<file path="src/rtl/dispatch_ctrl_pkg.sv">
// Shared types and widths for the decode-to-issue dispatch sequencer.
// Widths mirror the core-wide WORD/PC/ROB settings; unit codes follow the ID encoding.
package dispatch_ctrl_pkg;

  localparam int WORD_WIDTH        = 32;
  localparam int PC_WIDTH          = 32;
  localparam int ROB_DEPTH         = 16;
  localparam int DATA_WIDTH_ALU_OP = 8;
  localparam int NUM_WB            = 4;

  typedef enum logic [1:0] {
    UNIT_ALU = 2'd0,
    UNIT_MUL = 2'd1,
    UNIT_DIV = 2'd2,
    UNIT_LSU = 2'd3
  } unit_e;

  typedef enum logic [1:0] {
    ST_IDLE  = 2'd0,
    ST_SEND  = 2'd1,
    ST_WAIT  = 2'd2,
    ST_FLUSH = 2'd3
  } state_e;

  function automatic logic [3:0] unit_onehot(unit_e u);
    return 4'b0001 << u;
  endfunction

endpackage

</file>
<file path="src/rtl/dispatch_ctrl_wakeup_snoop.sv">
// Combinational tag match of one source operand against the four writeback buses.
// Bus index 0 is ALU, then MUL, DIV, LOAD; a lower index wins on multiple matches.
module dispatch_wakeup_snoop
  import dispatch_ctrl_pkg::*;
#(
  parameter int TAG_W = $clog2(ROB_DEPTH)
) (
  input  logic                               pending,
  input  logic [TAG_W-1:0]                   paddr,
  input  logic [NUM_WB-1:0]                  wb_valid,
  input  logic [NUM_WB-1:0][TAG_W-1:0]       wb_dst,
  input  logic [NUM_WB-1:0][WORD_WIDTH-1:0]  wb_data,
  output logic                               hit,
  output logic [WORD_WIDTH-1:0]              value
);

  always_comb begin
    // NOTE: every output gets a default first so no latch is inferred.
    hit   = 1'b0;
    value = '0;
    // Scan from lowest priority upward so the highest-priority match is the last write.
    for (int i = NUM_WB - 1; i >= 0; i--) begin
      if (pending && wb_valid[i] && (wb_dst[i] == paddr)) begin
        hit   = 1'b1;
        value = wb_data[i];
      end
    end
  end

endmodule

</file>
<file path="src/rtl/dispatch_ctrl.sv">
// Dispatch sequencer: one-entry output register steering renamed insns to ALU/MUL/DIV/LSU queues.
// Optional DISPATCH_PERF_CNT_EN adds dispatch and stall performance counters.
module dispatch_ctrl
  import dispatch_ctrl_pkg::*;
#(
  parameter int OP_WIDTH = DATA_WIDTH_ALU_OP,
  parameter int TAG_W    = $clog2(ROB_DEPTH)
) (
  input  logic                  clk,
  input  logic                  rst_n,
  input  logic                  id_valid,
  output logic                  id_ready,
  input  logic [1:0]            id_unit,
  input  logic [OP_WIDTH-1:0]   id_op,
  input  logic [PC_WIDTH-1:0]   id_pc,
  input  logic [WORD_WIDTH-1:0] id_imm,
  input  logic                  rs1_rat_valid,
  input  logic                  rs2_rat_valid,
  input  logic [TAG_W-1:0]      rs1_Paddr,
  input  logic [TAG_W-1:0]      rs2_Paddr,
  input  logic [WORD_WIDTH-1:0] rs1_value_fromGPR,
  input  logic [WORD_WIDTH-1:0] rs2_value_fromGPR,
  input  logic [TAG_W-1:0]      rob_tag_in,
  input  logic                  rob_full,
  output logic                  rob_alloc_en,
  input  logic                  wb_alu_valid,
  input  logic [TAG_W-1:0]      wb_alu_dst_Paddr,
  input  logic [WORD_WIDTH-1:0] wb_alu_out,
  input  logic                  wb_mul_valid,
  input  logic [TAG_W-1:0]      wb_mul_dst_Paddr,
  input  logic [WORD_WIDTH-1:0] wb_mul_out,
  input  logic                  wb_div_valid,
  input  logic [TAG_W-1:0]      wb_div_dst_Paddr,
  input  logic [WORD_WIDTH-1:0] wb_div_out,
  input  logic                  wb_load_valid,
  input  logic [TAG_W-1:0]      wb_load_dst_Paddr,
  input  logic [WORD_WIDTH-1:0] wb_load_out,
  input  logic                  alu_queue_full,
  input  logic                  mul_queue_full,
  input  logic                  div_queue_full,
  input  logic                  lsu_queue_full,
  output logic                  issue2alu_en,
  output logic                  issue2mul_en,
  output logic                  issue2div_en,
  output logic                  issue2lsu_en,
  output logic [OP_WIDTH-1:0]   dq_op,
  output logic [PC_WIDTH-1:0]   dq_pc,
  output logic [WORD_WIDTH-1:0] dq_imm,
  output logic [TAG_W-1:0]      dq_alloc_rob,
  output logic                  dq_rs1_rat_valid,
  output logic                  dq_rs2_rat_valid,
  output logic [TAG_W-1:0]      dq_rs1_Paddr,
  output logic [TAG_W-1:0]      dq_rs2_Paddr,
  output logic [WORD_WIDTH-1:0] dq_rs1_value,
  output logic [WORD_WIDTH-1:0] dq_rs2_value,
  input  logic                  rob_commit_branch_taken,
  input  logic                  rob_commit_exp_en
`ifdef DISPATCH_PERF_CNT_EN
  ,
  output logic [31:0]           perf_dispatch_cnt,
  output logic [31:0]           perf_stall_cnt
`endif
);

  typedef struct packed {
    logic                  valid;
    unit_e                 unit;
    logic [OP_WIDTH-1:0]   op;
    logic [PC_WIDTH-1:0]   pc;
    logic [WORD_WIDTH-1:0] imm;
    logic [TAG_W-1:0]      rob;
    logic                  rs1_pend;
    logic [TAG_W-1:0]      rs1_tag;
    logic [WORD_WIDTH-1:0] rs1_val;
    logic                  rs2_pend;
    logic [TAG_W-1:0]      rs2_tag;
    logic [WORD_WIDTH-1:0] rs2_val;
  } ent_t;

  ent_t   ent;
  ent_t   id_ent;
  state_e state;
  logic   armed;

  logic                                flush, fire, accept, tgt_full;
  logic [3:0]                          q_full, en_vec;
  logic [NUM_WB-1:0]                   wb_valid;
  logic [NUM_WB-1:0][TAG_W-1:0]        wb_dst;
  logic [NUM_WB-1:0][WORD_WIDTH-1:0]   wb_data;
  logic                                e1_hit, e2_hit, i1_hit, i2_hit;
  logic [WORD_WIDTH-1:0]               e1_val, e2_val, i1_val, i2_val;

  assign wb_valid = {wb_load_valid, wb_div_valid, wb_mul_valid, wb_alu_valid};
  assign wb_dst   = {wb_load_dst_Paddr, wb_div_dst_Paddr, wb_mul_dst_Paddr, wb_alu_dst_Paddr};
  assign wb_data  = {wb_load_out, wb_div_out, wb_mul_out, wb_alu_out};

  // Two snoops track the held entry, two resolve operands of the insn being accepted.
  dispatch_wakeup_snoop #(.TAG_W(TAG_W)) u_snoop_ent_rs1 (
    .pending(ent.rs1_pend), .paddr(ent.rs1_tag), .wb_valid(wb_valid), .wb_dst(wb_dst),
    .wb_data(wb_data), .hit(e1_hit), .value(e1_val));
  dispatch_wakeup_snoop #(.TAG_W(TAG_W)) u_snoop_ent_rs2 (
    .pending(ent.rs2_pend), .paddr(ent.rs2_tag), .wb_valid(wb_valid), .wb_dst(wb_dst),
    .wb_data(wb_data), .hit(e2_hit), .value(e2_val));
  dispatch_wakeup_snoop #(.TAG_W(TAG_W)) u_snoop_id_rs1 (
    .pending(rs1_rat_valid), .paddr(rs1_Paddr), .wb_valid(wb_valid), .wb_dst(wb_dst),
    .wb_data(wb_data), .hit(i1_hit), .value(i1_val));
  dispatch_wakeup_snoop #(.TAG_W(TAG_W)) u_snoop_id_rs2 (
    .pending(rs2_rat_valid), .paddr(rs2_Paddr), .wb_valid(wb_valid), .wb_dst(wb_dst),
    .wb_data(wb_data), .hit(i2_hit), .value(i2_val));

  assign flush    = rob_commit_branch_taken | rob_commit_exp_en;
  assign q_full   = {lsu_queue_full, div_queue_full, mul_queue_full, alu_queue_full};
  assign tgt_full = q_full[ent.unit];
  assign en_vec   = (ent.valid && !tgt_full && !flush) ? unit_onehot(ent.unit) : 4'b0000;
  assign fire     = |en_vec;

  assign issue2alu_en = en_vec[UNIT_ALU];
  assign issue2mul_en = en_vec[UNIT_MUL];
  assign issue2div_en = en_vec[UNIT_DIV];
  assign issue2lsu_en = en_vec[UNIT_LSU];

  // armed stays low from reset until the first clock edge after release.
  assign id_ready     = armed && (!ent.valid || fire) && !rob_full && !flush && (state != ST_FLUSH);
  assign accept       = id_valid && id_ready;
  assign rob_alloc_en = accept;

  always_comb begin
    id_ent          = '0;
    id_ent.valid    = 1'b1;
    id_ent.unit     = unit_e'(id_unit);
    id_ent.op       = id_op;
    id_ent.pc       = id_pc;
    id_ent.imm      = id_imm;
    id_ent.rob      = rob_tag_in;
    id_ent.rs1_pend = rs1_rat_valid && !i1_hit;
    id_ent.rs1_tag  = rs1_Paddr;
    id_ent.rs1_val  = i1_hit ? i1_val : rs1_value_fromGPR;
    id_ent.rs2_pend = rs2_rat_valid && !i2_hit;
    id_ent.rs2_tag  = rs2_Paddr;
    id_ent.rs2_val  = i2_hit ? i2_val : rs2_value_fromGPR;
  end

  assign dq_op            = ent.op;
  assign dq_pc            = ent.pc;
  assign dq_imm           = ent.imm;
  assign dq_alloc_rob     = ent.rob;
  assign dq_rs1_Paddr     = ent.rs1_tag;
  assign dq_rs2_Paddr     = ent.rs2_tag;
  // A wakeup landing on the fire cycle is forwarded straight onto the payload bus.
  assign dq_rs1_rat_valid = ent.rs1_pend && !(fire && e1_hit);
  assign dq_rs1_value     = (fire && e1_hit) ? e1_val : ent.rs1_val;
  assign dq_rs2_rat_valid = ent.rs2_pend && !(fire && e2_hit);
  assign dq_rs2_value     = (fire && e2_hit) ? e2_val : ent.rs2_val;

  // NOTE: sequential state is written only with non-blocking assignments.
  always_ff @(posedge clk or negedge rst_n) begin
    if (!rst_n) begin
      ent   <= '0;
      state <= ST_IDLE;
      armed <= 1'b0;
    end else begin
      armed <= 1'b1;
      if (flush) begin
        ent.valid <= 1'b0;
        state     <= ST_FLUSH;
      end else if (accept) begin
        ent   <= id_ent;
        state <= ST_SEND;
      end else if (fire) begin
        ent.valid <= 1'b0;
        state     <= ST_IDLE;
      end else if (ent.valid) begin
        if (e1_hit) begin
          ent.rs1_pend <= 1'b0;
          ent.rs1_val  <= e1_val;
        end
        if (e2_hit) begin
          ent.rs2_pend <= 1'b0;
          ent.rs2_val  <= e2_val;
        end
        state <= ST_WAIT;
      end else begin
        state <= ST_IDLE;
      end
    end
  end

`ifdef DISPATCH_PERF_CNT_EN
  always_ff @(posedge clk or negedge rst_n) begin
    if (!rst_n) begin
      perf_dispatch_cnt <= '0;
      perf_stall_cnt    <= '0;
    end else begin
      if (fire)
        perf_dispatch_cnt <= perf_dispatch_cnt + 32'd1;
      if ((ent.valid && tgt_full) || (rob_full && id_valid))
        perf_stall_cnt <= perf_stall_cnt + 32'd1;
    end
  end
`endif

endmodule

</file>
<file path="config.mk">
export PLATFORM = sky130hd
export DESIGN_NAME = dispatch_ctrl
export DESIGN_NICKNAME = d
export VERILOG_FILES = /design/src/rtl/dispatch_ctrl_pkg.sv /design/src/rtl/dispatch_ctrl_wakeup_snoop.sv /design/src/rtl/dispatch_ctrl.sv
export SDC_FILE = /design/constraint.sdc
export NUM_CORES = 1
export LEC_CHECK = 0
export CAP_MARGIN = 0
export CORE_AREA = 5 5 176 178
export CTS_BUF_LIST = sky130_fd_sc_hd__clkbuf_8
export DETAILED_ROUTE_END_ITERATION = 7
export DIE_AREA = 0 0 181 183
export DONT_BUFFER_PORTS = 1
export PLACE_DENSITY_LB_ADDON = 0.12
export SLEW_MARGIN = 20
export SYNTH_ARGS = -nofsm -noshare
export SYNTH_HDL_FRONTEND = slang
export SYNTH_SLANG_ARGS = --single-unit
</file>
<file path="constraint.sdc">
create_clock -name clk -period 3.76 [get_ports clk]
set_input_delay 0.752 -clock clk [delete_from_list [all_inputs] [get_ports clk]]
set_output_delay 0.752 -clock clk [all_outputs]
set_load 0.03 [all_outputs]
</file>
# Word level (Yosys, flattened, before mapping)
# Cells that the tools add are included.
[op_classes]
shifts = 1
bitwise_logic = 2
n_reduce_logical = 62
n_mux = 59
n_eq_ne = 18
order_cmp = 1
[ops]
columns = ["cell", "n"]
rows = [
  ["$mux W32", 25],
  ["$mux W33", 3],
  ["$eq A4 B4 Y1", 16],
  ["$logic_and A1 B1 Y1", 45],
  ["$mux W1", 25],
  ["$logic_not A1 Y1", 8],
  ["$mux W2", 4],
  ["$reduce_and A4 Y1", 2],
  ["$reduce_bool A2 Y1", 3],
  ["$mux W4", 1],
  ["$ne A2 B2 Y1 const B", 2],
  ["$reduce_or A4 Y1", 1],
  ["$shl A1 B2 Y4 const A", 1],
  ["$lt A2 B3 Y1 const B", 1],
  ["$reduce_bool A3 Y1", 1],
  ["$bmux W1 S2", 1],
  ["$reduce_and A2 Y1", 1],
  ["$logic_or A1 B1 Y1", 1],
  ["$not A1 Y1", 1],
  ["$or A1 B1 Y1", 1],
]
[totals]
inputBits = 310
elab_cells = 157
output_inout_bits = 156
ff_bits = 156

# Longest topological paths before layout
[logic_depth]
depth_word = 15
ltp_mapped = 12

# Modules after synthesis
# A second synthesis with hierarchy kept.
[hier_totals]
hier_cells = 1551
hier_area_um2 = 14490.1
[by_module_without_submodules]
columns = ["mod", "cells_per_inst", "n_inst", "area_per_inst_um2"]
rows = [
  ["dispatch_ctrl", 823, 1, 9915.8],
  ["dispatch_wakeup_snoop", 182, 4, 1143.6],
]

# Worst setup path after synthesis
# Ideal clock, no wire load.
[synth_path]
kind = "input -> output"
from = "input wb_div_dst_Paddr[0]"
to = "output dq_rs2_value[10]"
cell_stages = 9
path_slack_ps = 176
t_arrival_ps = 2832
path_buffers = 3
cell_sequence = "clkbuf_1 xnor2_1 nand3_1 nor2_1 or4_4 nand2b_1 clkbuf_1 buf_2 o31ai_1"
[synth_via]
elab_chain_cells = 7
word_cells_on_any_way = 10
classes_between = "1 x eq/ne; 7 x mux; 2 x reduce/logical"
[synth_lines]
columns = ["element", "line_no", "source"]
rows = [
  ["start: declaration", "dispatch_ctrl.sv:33", "input logic [TAG_W-1:0] wb_div_dst_Paddr,"],
  ["$eq A4 B4 Y1 *", "dispatch_ctrl_wakeup_snoop.sv:23", "if (pending && wb_valid[i] && (wb_dst[i] == paddr)) begin"],
  ["$logic_and A1 B1 Y1 *", "dispatch_ctrl_wakeup_snoop.sv:23", ""],
  ["$mux W1 (3 in a row)", "dispatch_ctrl_wakeup_snoop.sv:23", ""],
  ["$logic_and A1 B1 Y1", "dispatch_ctrl.sv:153", "assign dq_rs2_value = (fire && e2_hit) ? e2_val : ent.rs2_val;"],
  ["$mux W32 *", "dispatch_ctrl.sv:153", ""],
  ["end: declaration", "dispatch_ctrl.sv:55", "output logic [WORD_WIDTH-1:0] dq_rs2_value,"],
]
# Mark *: on every way between the ends. The rest lies on a longest branch, timed or not.

# Worst setup path after layout
[layout_path]
from = "register ent (netlist bit dq_rs2_Paddr[3])"
to = "output dq_rs2_value[8]"
[layout_via]
elab_chain_cells = 8
word_cells_on_any_way = 18
classes_between = "4 x eq/ne; 9 x mux; 5 x reduce/logical"
[layout_lines]
columns = ["element", "line_no", "source"]
rows = [
  ["start: declaration", "dispatch_ctrl.sv:80", "ent_t ent;"],
  ["start signal: assignment", "dispatch_ctrl.sv:167", "ent <= id_ent;"],
  ["$eq A4 B4 Y1", "dispatch_ctrl_wakeup_snoop.sv:23", ""],
  ["$logic_and A1 B1 Y1", "dispatch_ctrl_wakeup_snoop.sv:23", ""],
  ["$mux W1 (4 in a row)", "dispatch_ctrl_wakeup_snoop.sv:23", ""],
  ["$logic_and A1 B1 Y1", "dispatch_ctrl.sv:153", ""],
  ["$mux W32 *", "dispatch_ctrl.sv:153", ""],
]
# Marked as above.

==> results.yml <==
die:
  die_x_um: 181
  coreArea_um2: 29240
  fp.dieH_um: 183
  num_rows: 63
  dieArea_um2: 33120
  io_pins: 466
  initial_utilization_pct: 42.14
clock_tree:
  cts_made_buffers: 17
  cts_max_level: 4
  cts_tree: "done"
  clock_sinks: 156
  clk_pin_slew_ns: 0.11
  clockBufferDepth: 2
  root_buffer: "clkbuf_8"
  insertion_delay_ns: 0.49
worst_setup_path:
  cpPeakStageDelay_ns: 0.55
  cp_top_family: "simple AND/OR/NAND/NOR gates"
  timing.critical_path.mode_cell: "buf_4"
  cp_slowest_cell: "or4_4"
  crit_chain: "buf_4 > xor2_1 > nor4_4 > buf_4 > or4_4 > nand2b_4 > clkbuf_16 > mux2_4"
  start_kind: "register"
  cp_max_fo: 6
  path_class: "reg -> out"
  end_kind: "output port"
  arrival_ns: 3.01
  crit_buf_inv: 3
  crit_required_ns: 3.01
grt:
  met3_usage_pct: 10.06
  antenna_found_initial: 2
  grt_pass1_vias: 12140
  grtUsageMet2_pct: 48.82
  grtUsageTotal_pct: 30.52
  grt_pass1_wl_um: 78940
  grt_max_degree: 157
  grt_busiest_layer: "met2"
  use_met1_pct: 38.77
  overflow: 0
timing:
  fin_skew_ns: 0.01824
  slew_headroom_pct: 46.88
  worstMarginPinSlew_ns: 0.7895
  setup_violations: 6
  fin_ws_ns: -0.004631
  hold_viol: 156
  drv_slew: 0
  fin_crit_sh_pct: 100.1
  fmax_ghz: 0.2656
  period_minus_slack_ns: 3.765
  rsz0062_at_grt: "true"
  hold_slack_ns: -0.05967
synth:
  synth_top_family_by_area: "compound AO/OA/AOI/OAI gates"
  synthFlopType: "dfrtp_1"
  synth_cells: 1553
  muxShareOfSynthArea_pct: 10.00
  synth_fa_ha_area_share_pct: 0
  synth-seq-cells: 156
  yosysSeqAreaShare_pct: 31.68
  synth_cell_types: 62
  avgSynthCellArea_um2: 7.935
  netlist_area_um2: 12320
  synth_fp_nets: 1863
  synth-compound-area-share_pct: 24.88
  yosys.area.top_type: "dfrtp_1"
  synth_top_area_share_pct: 31.68
  synth-simple-area-share_pct: 18.74
  synth_edf_count: 0
  synthArstFlopShare_pct: 100.0
  synthTopCellsByArea: "dfrtp_1 32%, nand2_1 9.9%, mux2_2 7.2%"
  synthXorXnorAreaFrac_pct: 4.335
  yosys_warnings: 0
placed_design:
  post_dp_cell_area_um2: 12510
  gp_congestion: 0.9276
  portBuffers: 0
  dp_hpwl_um: 36290
cells_and_area:
  drive_gt1_share_pct: 19.77
  area_delta_synth_final_pct: 9.839
  final_area_um2: 13540
  final_common_cell: "nand2_1"
  nets: 1784
  final_cell_mix: "325 x nand2_1, 149 x dfrtp_1, 117 x a21oi_1"
drt:
  drc: 0
  vias_per_cell: 6.577
  ant_nets: 0
  dr.pass1.iters: 7
  vias: 12350
  drt_iter0_drc: 1625
  routed_wl_um: 53940
  routedWlPerCell_um: 28.72
job:
  drv_cap: 0
run_status:
  violations: "hold timing, setup timing"
  run_status: "finished, violations left"
power:
  leakage_nw: 5.873
  vdd_drop_max_mv: 0.3313
  power.density_nw_per_um2: 424.5
min_path:
  hp-class: "in -> async"
cells in the mapped netlist (all sizes together), types with 2 or more instances:
| library cell | n |
|---|---|
| nand2 | 325 |
| dfrtp | 156 |
| buf | 134 |
| a21oi | 125 |
| nor2 | 109 |
| clkbuf | 95 |
| mux2 | 79 |
| nand3 | 49 |
| o21ai | 48 |
| a221oi | 39 |
| a211oi | 35 |
| xor2 | 35 |
| a31oi | 32 |
| mux2i | 32 |
| o21a | 32 |
| xnor2 | 26 |
| o221ai | 25 |
| a221o | 24 |
| a222oi | 24 |
| o22ai | 24 |
| and3 | 15 |
| nor3 | 11 |
| nand4 | 8 |
| o31ai | 7 |
| a2111oi | 6 |
| a22o | 6 |
| inv | 6 |
| a311o | 5 |
| and2 | 5 |
| nor4 | 5 |
| nand2b | 4 |
| and4 | 3 |
| nor3b | 3 |
| or2 | 3 |
| a21o | 2 |
| o41ai | 2 |
| or4 | 2 |
per-layer routing:
layer | vias up | part of all wire (%)
li1 | 5382 | -
met1 | 5884 | 38
met2 | 932 | 46
met3 | 149 | 12
met4 | 4 | 4.0
met5 | - | 0.050
what timing repair did:
item	in CTS	in global routing
endpoints found under the hold margin	156	156
pin swaps	14	23
gates cloned	4	3
resized for setup	51	30
buffers inserted	7	11
setup endpoints to repair	35	46
where the power goes:
group | switching [mW] | internal [mW] | total [mW] | leakage [nW]
registers | 0.598 | 2.02 | 2.62 | 2.00
logic | 1.04 | 0.731 | 1.77 | 3.67
clock network | 0.836 | 0.517 | 1.35 | 0.198
total | 2.47 | 3.27 | 5.75 | 5.87
flip-flops by register name, summed over array words and instances (netlist names):
| name | cells |
|---|---|
| ent | 69 |
| dq_imm | 32 |
| dq_pc | 32 |
| dq_op | 8 |
| dq_alloc_rob | 4 |
| dq_rs1_Paddr | 4 |
| dq_rs2_Paddr | 4 |
| state | 2 |
| armed | 1 |
final cells by class:
type | count | area (um^2)
antenna | 1 | 2.502
fill | 2879 | 15710
clock buffer | 18 | 247.7
sequential | 156 | 3913
tap | 390 | 488.0
timing repair buffer | 130 | 1245
multi-input combinational | 1163 | 7473
clock inverter | 14 | 141.4
inverter | 6 | 25.02
worst register-to-register path, stage by stage (launching register included):
cell	delay, ns
dfrtp_1	0.45
mux4_2	0.54
o31ai_1	0.63
o21a_2	0.51
and2_1	0.19
buf_4	0.38
a211oi_1	0.20
cells by family (layout without fill, tap and decap cells):
logic type,Yosys count,after routing
multiplexers,112,112
XOR/XNOR,61,61
buffers and inverters,235,168
other,1,2
flip-flops,156,156
AO/OA/AOI/OAI,442,442
AND/OR/NAND/NOR,546,547
through the flow:
stage               setup slack (ns)  setup TNS, ns  total power, mW  std cells  util [%]
global placement              0.1256              0            4.265       1820     42.75
finish                     -0.004631       -0.01938            5.746       1878     46.28
floorplan                     0.1764              0            4.023       1553         -
CTS                        -0.008263       -0.07137            5.718       1863     45.30
global route                -0.05761        -0.8412            6.044       1877     46.28
detailed placement           0.08400              0            4.285       1820     42.76
worst paths after layout:
path / depth (start not counted) / to / startpoint / slack, ns
worst max-delay path: 8 / dq_rs2_value[8] / dq_rs2_Paddr[3] / -0.005
worst min-delay path: 0 / ent[31] / rst_n / -0.06
worst max register to register: 6 / ent[44] / ent[150] / 0.73
worst min register to register: 2 / ent[30] / ent[30] / 0.50
max in group asynchronous: 0 / dq_rs1_Paddr[2] / rst_n / 3.62
min in group clk: 2 / dq_pc[0] / id_pc[0] / 0.36
Power figures use the tool's default switching activity.
